===== src/rtl/tpu_pkg.sv =====
// Shared definitions for the TPU host link: FSM state encoding, default geometry
// and a counter-width helper.
package tpu_pkg;

  localparam int D_W_DEF  = 8;
  localparam int N_DEF    = 2;
  localparam int WORD_DEF = 2;

  localparam logic [2:0] IDLE   = 3'd0;
  localparam logic [2:0] SHIFT  = 3'd1;
  localparam logic [2:0] INIT   = 3'd2;
  localparam logic [2:0] WAIT_Z = 3'd3;
  localparam logic [2:0] RECV   = 3'd4;
  localparam logic [2:0] HOLD   = 3'd5;

  // Bits needed to count 0..n-1 (never less than one).
  function automatic int cnt_w(input int n);
    return (n < 2) ? 1 : $clog2(n);
  endfunction

endpackage


===== src/rtl/tpu_link_ser.sv =====
// Parallel-load, MSB-first shift register with a bit counter; last flags the
// final bit of the loaded word.
module tpu_link_ser
  import tpu_pkg::*;
#(
  parameter int W = 16
) (
  input  logic         clk,
  input  logic         rst,
  input  logic         load,
  input  logic [W-1:0] din,
  input  logic         shift,
  output logic         dout,
  output logic         last
);

  localparam int CW = cnt_w(W);

  logic [W-1:0]  sh_reg;
  logic [CW-1:0] cnt_reg;

  // A load in the final bit cycle wins over the shift so words chain without a gap.
  always_ff @(posedge clk) begin
    if (rst) begin
      sh_reg  <= '0;
      cnt_reg <= '0;
    end else if (load) begin
      sh_reg  <= din;
      cnt_reg <= '0;
    end else if (shift) begin
      sh_reg  <= sh_reg << 1;
      cnt_reg <= cnt_reg + 1'b1;
    end
  end

  assign dout = sh_reg[W-1];
  assign last = (cnt_reg == CW'(W - 1));

endmodule


===== src/rtl/tpu_host_link.sv =====
// Host-side link for a serially loaded systolic TPU: serialises operand words, pulses init,
// deserialises the result. Define TPU_LINK_TIMEOUT_EN to enable the result-wait watchdog.
module tpu_host_link
  import tpu_pkg::*;
#(
  parameter int D_W         = D_W_DEF,
  parameter int N           = N_DEF,
  parameter int WORD        = WORD_DEF,
  parameter int TIMEOUT_CYC = 1024
) (
  input  logic                   clk,
  input  logic                   rst,
  input  logic                   op_valid,
  output logic                   op_ready,
  input  logic [N*D_W-1:0]       op_x_flat,
  input  logic [N*D_W-1:0]       op_y_flat,
  output logic                   data_in_x,
  output logic                   data_in_y,
  output logic                   load_en,
  output logic                   init,
  input  logic                   data_out_z,
  input  logic                   tx_ready,
  output logic                   res_valid,
  input  logic                   res_ready,
  output logic [N*N*2*D_W-1:0]   res_z_flat,
  output logic                   err_timeout
);

  localparam int WW  = N * D_W;
  localparam int RW  = N * N * 2 * D_W;
  localparam int WCW = cnt_w(WORD);
  localparam int RCW = cnt_w(RW);

  logic [2:0]     state_reg, state_next;
  logic           gap_reg, gap_next;
  logic [WCW-1:0] word_reg, word_next;
  logic [RCW-1:0] rx_cnt_reg;
  logic [RW-1:0]  res_reg;

  logic hs, shift_on, bit_last, last_x, last_y, dx, dy;
  logic final_word, cap, rx_last, timeout;

  assign final_word = (word_reg == WCW'(WORD - 1));
  assign shift_on   = (state_reg == SHIFT) && !gap_reg;
  assign bit_last   = last_x && last_y;
  assign op_ready   = (state_reg == IDLE) ||
                      ((state_reg == SHIFT) && (gap_reg || (bit_last && !final_word)));
  assign hs         = op_valid && op_ready;
  assign cap        = tx_ready && ((state_reg == WAIT_Z) || (state_reg == RECV));
  assign rx_last    = (rx_cnt_reg == RCW'(RW - 1));

  tpu_link_ser #(.W(WW)) u_ser_x (
    .clk(clk), .rst(rst), .load(hs), .din(op_x_flat), .shift(shift_on), .dout(dx), .last(last_x)
  );

  tpu_link_ser #(.W(WW)) u_ser_y (
    .clk(clk), .rst(rst), .load(hs), .din(op_y_flat), .shift(shift_on), .dout(dy), .last(last_y)
  );

  // gap_reg marks a stalled word boundary inside SHIFT: outputs idle, waiting for the host.
  always_comb begin
    state_next = state_reg;
    gap_next   = gap_reg;
    word_next  = word_reg;
    case (state_reg)
      IDLE: begin
        if (hs) begin
          state_next = SHIFT;
          gap_next   = 1'b0;
          word_next  = '0;
        end
      end
      SHIFT: begin
        if (gap_reg) begin
          if (hs) begin
            gap_next  = 1'b0;
            word_next = word_reg + 1'b1;
          end
        end else if (bit_last) begin
          if (final_word)  state_next = INIT;
          else if (hs)     word_next  = word_reg + 1'b1;
          else             gap_next   = 1'b1;
        end
      end
      INIT:   state_next = WAIT_Z;
      WAIT_Z, RECV: begin
        if (cap)          state_next = rx_last ? HOLD : RECV;
        else if (timeout) state_next = IDLE;
      end
      HOLD: begin
        if (res_ready) state_next = IDLE;
      end
      default: state_next = IDLE;
    endcase
  end

  always_ff @(posedge clk) begin
    if (rst) begin
      state_reg <= IDLE;
      gap_reg   <= 1'b0;
      word_reg  <= '0;
    end else begin
      state_reg <= state_next;
      gap_reg   <= gap_next;
      word_reg  <= word_next;
    end
  end

  always_ff @(posedge clk) begin
    if (rst) begin
      rx_cnt_reg <= '0;
      res_reg    <= '0;
    end else if (state_reg == INIT) begin
      rx_cnt_reg <= '0;
    end else if (cap) begin
      res_reg    <= {res_reg[RW-2:0], data_out_z};
      rx_cnt_reg <= rx_cnt_reg + 1'b1;
    end
  end

`ifdef TPU_LINK_TIMEOUT_EN
  localparam int TCW = cnt_w(TIMEOUT_CYC);
  logic [TCW-1:0] to_cnt_reg;
  logic           err_reg;

  assign timeout = (state_reg == WAIT_Z) && !tx_ready && (to_cnt_reg == TCW'(TIMEOUT_CYC - 1));

  always_ff @(posedge clk) begin
    if (rst) begin
      to_cnt_reg <= '0;
      err_reg    <= 1'b0;
    end else begin
      err_reg <= timeout;
      if ((state_reg == WAIT_Z) && !tx_ready) to_cnt_reg <= to_cnt_reg + 1'b1;
      else                                    to_cnt_reg <= '0;
    end
  end

  assign err_timeout = err_reg;
`else
  assign timeout     = 1'b0;
  assign err_timeout = 1'b0;
`endif

  assign load_en    = shift_on;
  assign data_in_x  = shift_on && dx;
  assign data_in_y  = shift_on && dy;
  assign init       = (state_reg == INIT);
  assign res_valid  = (state_reg == HOLD);
  assign res_z_flat = res_reg;

endmodule


===== config.mk =====
export PLATFORM = sky130hd
export DESIGN_NAME = tpu_host_link
export DESIGN_NICKNAME = d
export VERILOG_FILES = /design/src/rtl/tpu_pkg.sv /design/src/rtl/tpu_link_ser.sv /design/src/rtl/tpu_host_link.sv
export SDC_FILE = /design/constraint.sdc
export NUM_CORES = 1
export LEC_CHECK = 0
export CAP_MARGIN = 20
export CELL_PAD_IN_SITES_DETAIL_PLACEMENT = 1
export CELL_PAD_IN_SITES_GLOBAL_PLACEMENT = 2
export CORE_ASPECT_RATIO = 1.4
export CORE_UTILIZATION = 30
export CTS_CLUSTER_SIZE = 8
export DETAILED_ROUTE_END_ITERATION = 8
export HOLD_SLACK_MARGIN = 0.06
export PLACE_DENSITY_LB_ADDON = 0.1
export SLEW_MARGIN = 20
export SYNTH_ARGS = -nofsm -noshare
export SYNTH_HDL_FRONTEND = slang
export SYNTH_SLANG_ARGS = --single-unit

===== constraint.sdc =====
create_clock -name clk -period 2.2 [get_ports clk]
set_clock_uncertainty 0.2 [all_clocks]
set_input_delay 0.55 -clock clk [delete_from_list [all_inputs] [get_ports clk]]
set_output_delay 0.55 -clock clk [all_outputs]
set_load 0.05 [all_outputs]

==> reports/results.txt <==
Status -> finished with violations
Violated checks -> setup timing
EDFF count, synth -> 0
Final net count -> 698
Mapped Cells -> 547
Switching share of total power -> 0.2685
Fillers -> 1825
VDD IR max -> 0.5071 mV
Final min period -> 2317 ps
Final setup margin -> -117.3 ps
Mapped Avg Cell Area -> 8.891 um2
Int Pwr -> 4.671 mW
Power Density -> 942.0 nW/um2
Critical Path AT -> 1570 ps
Port Buffer Count -> 107
Drt wl/cell -> 15.22 um
DRC errors left -> 0
Clock latency on the worst-skew pair -> 410 ps
Worst Path Required -> 1450 ps
Effective utilization at floorplan -> 0.3089
Longest Clk Path Bufs -> 2
Design area -> 6778 um2
Largest net degree at the start of global routing -> 96
Synth Flop Type -> dfxtp_1
GRT Util Overall -> 0.1659
Unique masters post-synth -> 47
Syn_nets -> 588
RSZ-0062 raised after global routing -> true
Crit-path max FO -> 3
Layout cells sized above 1 -> 0.2746
WS Path Type -> flop to output port
Endpoints failing setup -> 4
Placement Setup Slack -> -166.6 ps
Commonest non-fill, non-tap cell in the layout -> nand2_1
Dpl cell area -> 6072 um2
First-pass GRT wire length -> 21.58 mm
Antenna diodes -> 0
Footprint of the multi-input gates -> 2332 um2
Post-Syn Area -> 4863 um2
Total grt overflow -> 0
WL final -> 13.18 mm
CTS Sinks -> 115
Fin Setup TNS -> -237.2 ps
Ys async rst share -> 0
Count of final max-slew check failures -> 0
Leakage -> 2.490 nW
Sw Pwr -> 1.714 mW
Sequential cell area -> 2328 um2
Vias in the first global route -> 4477
Fin. Hold Viols -> 0
DR iter-0 viols -> 149
Clock Pin Slew Worst Setup and Hold Paths -> 50 ps
CP Capture Type -> output port
CTS Buf Count -> 17
Placed Cells incl. Taps -> 824
Row Count -> 54
Tot Pwr -> 6.385 mW
Antenna violations before repair -> 0
Core ar. -> 15740 um2
Combinational power share -> 0.203
Post-DP HPWL -> 8.720 mm
Startpoint Class -> flop
Slew Limit Headroom -> 0.5985
Period utilization -> 1.053
Warnings from Yosys -> 0
Clk Tree Root Cell -> clkbuf_16
Width of the die -> 109.6 um
Clock tree from TritonCTS -> done
Max Clk Rate -> 0.4315 GHz
H-tree Lvls -> 4
Flops & latches, synth -> 115
Largest register FFs -> 64
Die area -> 16730 um2
Final GP Congestion -> 0.8020
Max-cap violations -> 0
Worst slew pin tran -> 596.8 ps
Share of power burned in registers -> 0.365
Die height -> 152.7 um
Most frequent cells in the layout -> nand2_1, dfxtp_1, buf_4
First-pass iteration count of the detailed router -> 4
Vias -> 4204
# IOs -> 109
Final Non-Filler Cells -> 866
Clock power share -> 0.432
Vias per inst -> 4.855
Post-synthesis sequential area ratio -> 0.4734
Worst Hold Class -> flop to flop
Area Overhead vs Synth -> 39.36%
Detail Route Antenna Nets -> 0
through the flow:
step | hold WS (ps) | utilization
3_3_place_gp | 252.7 | 0.3857
5_1_grt | 291.9 | 0.4305
2_1_floorplan | 266.8 | -
3_5_place_dp | 261.9 | 0.3857
4_1_cts | 270.7 | 0.4296
6_report | 259.1 | 0.4305
power by group through the flow:
stage,combinational [mW],clock (mW),sequential (mW)
final,1.29,2.76,2.33
after global routing,1.41,2.94,2.35
after CTS,1.31,2.84,2.34
after detailed placement,1.24,0,2.39
after global placement,1.21,0,2.38
after floorplan,0.933,0,2.34
logic make-up after synthesis:
kind of cell / share of synthesized area
and+or+nand+nor: 0.2050
AOI/OAI and AO/OA: 0.1672
DFF: 0.4734
buffers and inverters: 0.05969
muxes: 0.06818
xor gates and xnor gates: 0.01801
adders and majority gates: 0.007719
other: 0.0007711
final cells by class:
class	count	area share
Inverter	5	0.002769
Timing Repair Buffer	136	0.1853
Clock inverter	9	0.01901
Clock buffer	23	0.06904
Sequential cell	115	0.3435
Multi-Input combinational cell	382	0.3441
Tap cell	196	0.03618
what timing repair did:
| item | CTS | global route |
|---|---|---|
| endpoints found under the setup margin | 6 | 5 |
| cloned | 0 | 0 |
| setup buffers | 9 | 1 |
| pin swaps | 7 | 2 |
| endpoints found under the hold margin | 0 | 0 |
| resized for setup | 13 | 4 |
| hold buffers | 0 | 0 |
cells in the mapped netlist, drive strengths merged (4+ instances only):
cell    number  area, um2
nand2      140      525.5
dfxtp      115       2302
a21oi       72      360.4
nor3        40      205.2
mux2i       32      320.3
a211oi      31      357.8
buf         30      206.4
clkbuf      14      56.31
nor2        11      43.80
nand3        6      30.03
xnor2        6      52.55
and2         5      31.28
inv          5      18.77
xor2         4      35.03
routing by layer:
layer | GRT usage | part of all wire
met1 | 0.1877 | 0.42
met2 | 0.2860 | 0.52
met3 | 0.04320 | 0.043
met4 | 0.07492 | 0.023
met5 | 0 | 0
critical path, cell delays in order (launching register included):
cell	delay (ps)
dfxtp_4	360
ha_4	140
nand2_4	50
o31a_1	270
nor3_4	140
buf_6	190
final timing paths:
check | from | end | slack (ps) | cells past startpoint
setup / recovery | u_ser_y.cnt_reg[1] | op_ready | -120 | 5
hold / removal | res_z_flat[63] | res_z_flat[63] | 260 | 2
setup reg to reg | state_reg[2] | u_ser_y.sh_reg[0] | 160 | 7
hold reg to reg | res_z_flat[63] | res_z_flat[63] | 260 | 2
(Power assumes the default switching activity.)
